<file path="src/rtl/nibble_serial_adder_pkg.sv">
// Shared definitions for the nibble-serial adder: FSM encoding, nibble width
// and the index-counter sizing helper.
package nibble_serial_adder_pkg;

  localparam int NIB_W = 4;

  typedef enum logic [1:0] {
    ST_IDLE = 2'd0,
    ST_BUSY = 2'd1,
    ST_DONE = 2'd2
  } state_e;

  // Index counter needs at least one bit even for a single-nibble build.
  function automatic int idx_width(input int nibbles);
    return (nibbles > 1) ? $clog2(nibbles) : 1;
  endfunction

endpackage

</file>
<file path="src/rtl/rca_4.sv">
// Four-bit ripple-carry adder; the only adder in the nibble-serial datapath.
module rca_4 (
  input  logic [3:0] a,
  input  logic [3:0] b,
  input  logic       cin,
  output logic [3:0] sum,
  output logic       carry
);

  logic [4:0] c;

  always_comb begin
    c    = '0;
    sum  = '0;
    c[0] = cin;
    for (int i = 0; i < 4; i++) begin
      sum[i]   = a[i] ^ b[i] ^ c[i];
      c[i + 1] = (a[i] & b[i]) | (c[i] & (a[i] ^ b[i]));
    end
    carry = c[4];
  end

endmodule

</file>
<file path="src/rtl/nibble_serial_adder.sv">
// Nibble-serial adder: latches an operand pair, adds one nibble per cycle
// through a single 4-bit ripple adder, then presents sum/cout/overflow.
module nibble_serial_adder
  import nibble_serial_adder_pkg::*;
#(
  parameter int NIBBLES = 4
) (
  input  logic                     clk,
  input  logic                     rst_n,
  input  logic                     in_valid,
  output logic                     in_ready,
  input  logic [NIB_W*NIBBLES-1:0] a,
  input  logic [NIB_W*NIBBLES-1:0] b,
  input  logic                     cin,
  output logic                     out_valid,
  input  logic                     out_ready,
  output logic [NIB_W*NIBBLES-1:0] sum,
  output logic                     cout,
  output logic                     overflow
);

  localparam int W     = NIB_W * NIBBLES;
  localparam int IDX_W = idx_width(NIBBLES);
  localparam logic [IDX_W-1:0] IDX_LAST = IDX_W'(NIBBLES - 1);

  state_e           state_q, state_d;
  logic [W-1:0]     a_q, a_d;
  logic [W-1:0]     b_q, b_d;
  logic [W-1:0]     sum_q, sum_d;
  logic             carry_q, carry_d;
  logic [IDX_W-1:0] idx_q, idx_d;
  logic             last_q, last_d;

  int               nib_lsb;
  logic [NIB_W-1:0] nib_a, nib_b, nib_sum;
  logic             nib_carry;

  assign nib_lsb = int'(idx_q) * NIB_W;
  assign nib_a   = a_q[nib_lsb +: NIB_W];
  assign nib_b   = b_q[nib_lsb +: NIB_W];

  rca_4 u_rca (
    .a     (nib_a),
    .b     (nib_b),
    .cin   (carry_q),
    .sum   (nib_sum),
    .carry (nib_carry)
  );

  always_comb begin
    state_d = state_q;
    a_d     = a_q;
    b_d     = b_q;
    sum_d   = sum_q;
    carry_d = carry_q;
    idx_d   = idx_q;
    last_d  = last_q;
    case (state_q)
      ST_IDLE: begin
        if (in_valid) begin
          a_d     = a;
          b_d     = b;
          carry_d = cin;
          idx_d   = '0;
          sum_d   = '0;
          last_d  = 1'b0;
          state_d = ST_BUSY;
        end
      end
      ST_BUSY: begin
        // After the top nibble is written, one hand-off cycle precedes DONE.
        if (last_q) begin
          state_d = ST_DONE;
        end else begin
          sum_d[nib_lsb +: NIB_W] = nib_sum;
          carry_d = nib_carry;
          last_d  = (idx_q == IDX_LAST);
          idx_d   = (idx_q == IDX_LAST) ? idx_q : idx_q + 1'b1;
        end
      end
      ST_DONE: begin
        if (out_ready) state_d = ST_IDLE;
      end
      default: state_d = ST_IDLE;
    endcase
  end

  always_ff @(posedge clk or negedge rst_n) begin
    if (!rst_n) begin
      state_q <= ST_IDLE;
      a_q     <= '0;
      b_q     <= '0;
      sum_q   <= '0;
      carry_q <= 1'b0;
      idx_q   <= '0;
      last_q  <= 1'b0;
    end else begin
      state_q <= state_d;
      a_q     <= a_d;
      b_q     <= b_d;
      sum_q   <= sum_d;
      carry_q <= carry_d;
      idx_q   <= idx_d;
      last_q  <= last_d;
    end
  end

  // Final carry_reg is the carry out of the top bit once DONE is reached.
  assign in_ready  = (state_q == ST_IDLE);
  assign out_valid = (state_q == ST_DONE);
  assign sum       = sum_q;
  assign cout      = carry_q;
  assign overflow  = (a_q[W-1] == b_q[W-1]) && (sum_q[W-1] != a_q[W-1]);

endmodule

</file>
<file path="config.mk">
export PLATFORM = sky130hd
export DESIGN_NAME = nibble_serial_adder
export DESIGN_NICKNAME = d
export VERILOG_FILES = /design/src/rtl/nibble_serial_adder_pkg.sv /design/src/rtl/rca_4.sv /design/src/rtl/nibble_serial_adder.sv
export SDC_FILE = /design/constraint.sdc
export NUM_CORES = 1
export LEC_CHECK = 0
export BUFFER_PORTS_ARGS = -buffer_cell sky130_fd_sc_hd__buf_2
export CORE_UTILIZATION = 55
export CTS_BUF_LIST = sky130_fd_sc_hd__clkbuf_8
export CTS_CLUSTER_DIAMETER = 200
export DETAILED_ROUTE_END_ITERATION = 7
export PLACE_DENSITY = 0.8
export SLEW_MARGIN = 20
export SYNTH_ARGS = -nofsm -noshare
export SYNTH_HDL_FRONTEND = slang
export SYNTH_SLANG_ARGS = --single-unit
</file>
<file path="constraint.sdc">
create_clock -name clk -period 4.32 [get_ports clk]
set_input_delay 0.864 -clock clk [delete_from_list [all_inputs] [get_ports clk]]
set_output_delay 0.864 -clock clk [all_outputs]
set_load 0.01 [all_outputs]
</file>
==> summary.txt <==
CP top delay family -> adder cells
pin count of the biggest net entering global routing -> 55
vias after detailed routing -> 1,958
distinct cell type count after synthesis -> 32
antenna viol nets, final -> 0
power per standard cell area -> 752.0 mW/mm2
worst path required time -> 4570 ps
TritonCTS clock tree -> built
setup TNS -> 0 ps
status -> complete, no violations
period utilisation layout -> 73.46%
Ports -> 57
clk_skew -> 3.881 ps
total CTS buffers -> 5
Worst Hold Class -> reg -> reg
DP Cell Count -> 357
row count -> 24
Die H -> 71.50 um
register area share after synthesis -> 50.87%
Max Cap Viol -> 0
Vias per Instance -> 5.379
ANT cells -> 0
clock sinks -> 54
die area -> 0.005112 mm2
chip width -> 71.50 um
pre-CTS setup slack -> 1160 ps
global-route wire length before repair -> 8970 um
worst path cell trace -> mux4_2 -> inv_1 -> fa_1 -> inv_1 -> fa_1 -> inv_1 -> fa_1 -> inv_1 -> fa_1 -> inv_1 -> nor4_1 -> mux2_2
VDD IR max -> 0.0003273 V
Syn Nets -> 306
clk root buf -> clkbuf_8
Clk Latency, worst-skew pair -> 300 ps
clock slew at reported path FFs -> 90 ps
most used cell, CP -> inv_1
Max Root-Sink Buffers -> 2
vias in the first global route -> 2,017
Post-Layout Cell Count -> 364
Worst Path Arrival -> 3420 ps
fin worst setup slack -> 1146 ps
Synth area leaders -> dfrtp_1 51%, nand2_1 14%, mux4_2 6.8%
maximum clock frequency -> 315.1 MHz
Port Buffer Count -> 56
number of synthesized flops with an enable pin -> 0
DR DRC count -> 0
Setup violations, final -> 0
hold violation count in the final report -> 0
DRT Pass-1 Iters -> 5
area leader, netlist -> dfrtp_1
R2R Path Start -> idx_q[0]
Placeable Area -> 0.004504 mm2
post-route minimum period -> 3174 ps
Pleak -> 1.607 nW
fin nets -> 358
proportion of layout cells with a drive suffix above 1 -> 28.85%
wirelength, routed -> 4991 um
Mapped Area -> 0.002656 mm2
hold_ws -> 476.7 ps
prevailing post-synth register cell -> dfrtp_1
gr ovfl total -> 0
Area growth, synth to finish -> 13.80%
initial antenna violation count -> 0
Critical R2R Capture -> sum[15]
reg-to-reg setup timing slack -> 1150 ps
Wirelength per Cell -> 13.71 um
initial drt markers -> 101
Post-Syn Instances -> 260
RSZ-0062 raised after global routing -> no
Hold Crit Depth -> 2
starting density of the core -> 58.97%
CP max stage cell -> dfrtp_1
startpoint types -> register
FF+latch count, synth -> 54
post-DP HPWL -> 3561 um
CTS Hold Bufs -> 0
number of warnings issued by yosys -> 0
Crit. End Element -> register
WS Path Type -> reg -> reg
Hold Path End -> b_q[5]
WP buf/inv -> 5
Hold Path Origin -> b_q[5]
async set or reset register ratio after synthesis -> 100.0%
GR Util All Layers -> 22.77%
GPL Wtd Cong -> 0.7727
setup bufs post-CTS -> 0
CP max FO -> 7
Critical Path Max Stage Delay -> 590 ps
final number of max-transition violations -> 0
syn_area_per_cell -> 10.22 um2
FF-to-FF path depth -> 12
top cell type's share of synthesized area -> 50.87%
H-tree depth -> 2
# resized after CTS -> 0
worst-margin pin slew -> 671.2 ps
Worst slew margin -> 55.26%
worst min-delay path, delay by kind of cell (launching register included):
family	cells	cell delay [ps]
flip-flops	1	350
AND/OR/NAND/NOR	2	100
final cells by class:
class | count | area, um2
fillers | 353 | 1481
flip-flops and latches | 54 | 1351
multi-input cells | 178 | 1175
repair buffers | 59 | 302.8
clock buffers | 5 | 68.82
well taps | 52 | 65.06
inverters | 14 | 52.55
clock inverters | 2 | 7.507
how the worst max path moves through the flow:
stage                  start      end  slack, ps  depth (start not counted)
finish              idx_q[0]  sum[15]       1150                         12
floorplan           idx_q[0]  sum[15]       1290                         11
CTS                 idx_q[0]  sum[15]       1110                         12
detailed placement  idx_q[0]  sum[15]       1160                         12
global placement    idx_q[0]  sum[15]       1270                         12
global route        idx_q[0]  sum[15]        900                         12
layout by cell type (no fill, tap or decap), types with 2 or more instances in the layout:
cell type	Yosys	routed
o31ai_1	5	5
fa_1	4	4
nand2b_1	2	2
nor2_1	5	5
nand3_1	5	5
a31oi_1	3	3
nor3_1	4	4
buf_2	8	56
buf_4	2	3
inv_1	14	16
o21ai_0	2	2
dfrtp_1	54	54
clkbuf_8	0	5
mux4_2	8	8
a21oi_1	2	2
nand2_1	100	100
ha_1	5	5
mux2_2	13	13
nand4bb_1	2	2
nor4_1	8	8
sequential cells by signal (all words and copies together), names as in the netlist:
name / flops
a_q: 16
sum: 16
cout: 1
state_q: 2
idx_q: 2
b_q: 16
last_q: 1
per-layer routing:
layer | global-route usage, % | up-vias | wire length [um]
li1 | - | 967 | -
met1 | 29.83 | 919 | 2292
met2 | 37.35 | 64 | 2378
met3 | 4.782 | 8 | 217
met4 | 9.586 | 0 | 103
met5 | 0 | - | 0
through the flow:
step           util [%]  total power, mW  instance area, um2
5_1_grt           67.11            2.481                3023
6_report          67.11            2.273                3023
3_3_place_gp      65.42            1.989                2947
3_5_place_dp      65.42            2.030                2947
4_1_cts           67.11            2.296                3023
2_1_floorplan         -            1.722                2656
report_power, final:
| group | total [mW] | leakage (nW) | switching [mW] | internal [mW] |
|---|---|---|---|---|
| combinational | 1.14 | 0.867 | 0.656 | 0.486 |
| clock | 0.257 | 0.0466 | 0.150 | 0.107 |
| sequential | 0.874 | 0.694 | 0.170 | 0.705 |
| total | 2.27 | 1.61 | 0.975 | 1.30 |
synth_stat cells, drive strengths merged, types with 2 or more instances:
library cell	n
o31ai	5
nor4	8
a21oi	2
nand2	100
clkbuf	2
nand2b	3
nand3	5
inv	14
dfrtp	54
nor2	5
ha	5
mux4	8
fa	4
mux2	13
nor3	4
o21ai	2
a31oi	3
buf	12
nand4bb	2
cells by family (layout without fill, tap and decap cells):
logic type               Yosys count  after routing  share of synthesized area, %
adder cells (fa/ha/maj)            9              9                         5.370
flip-flops                        54             54                         50.87
multiplexers                      21             21                         12.29
AO/OA/AOI/OAI                     15             15                         3.863
buffers and inverters             28             80                         4.899
AND/OR/NAND/NOR                  133            133                         22.70
Note: power is estimated with default switching activity, not from simulation.
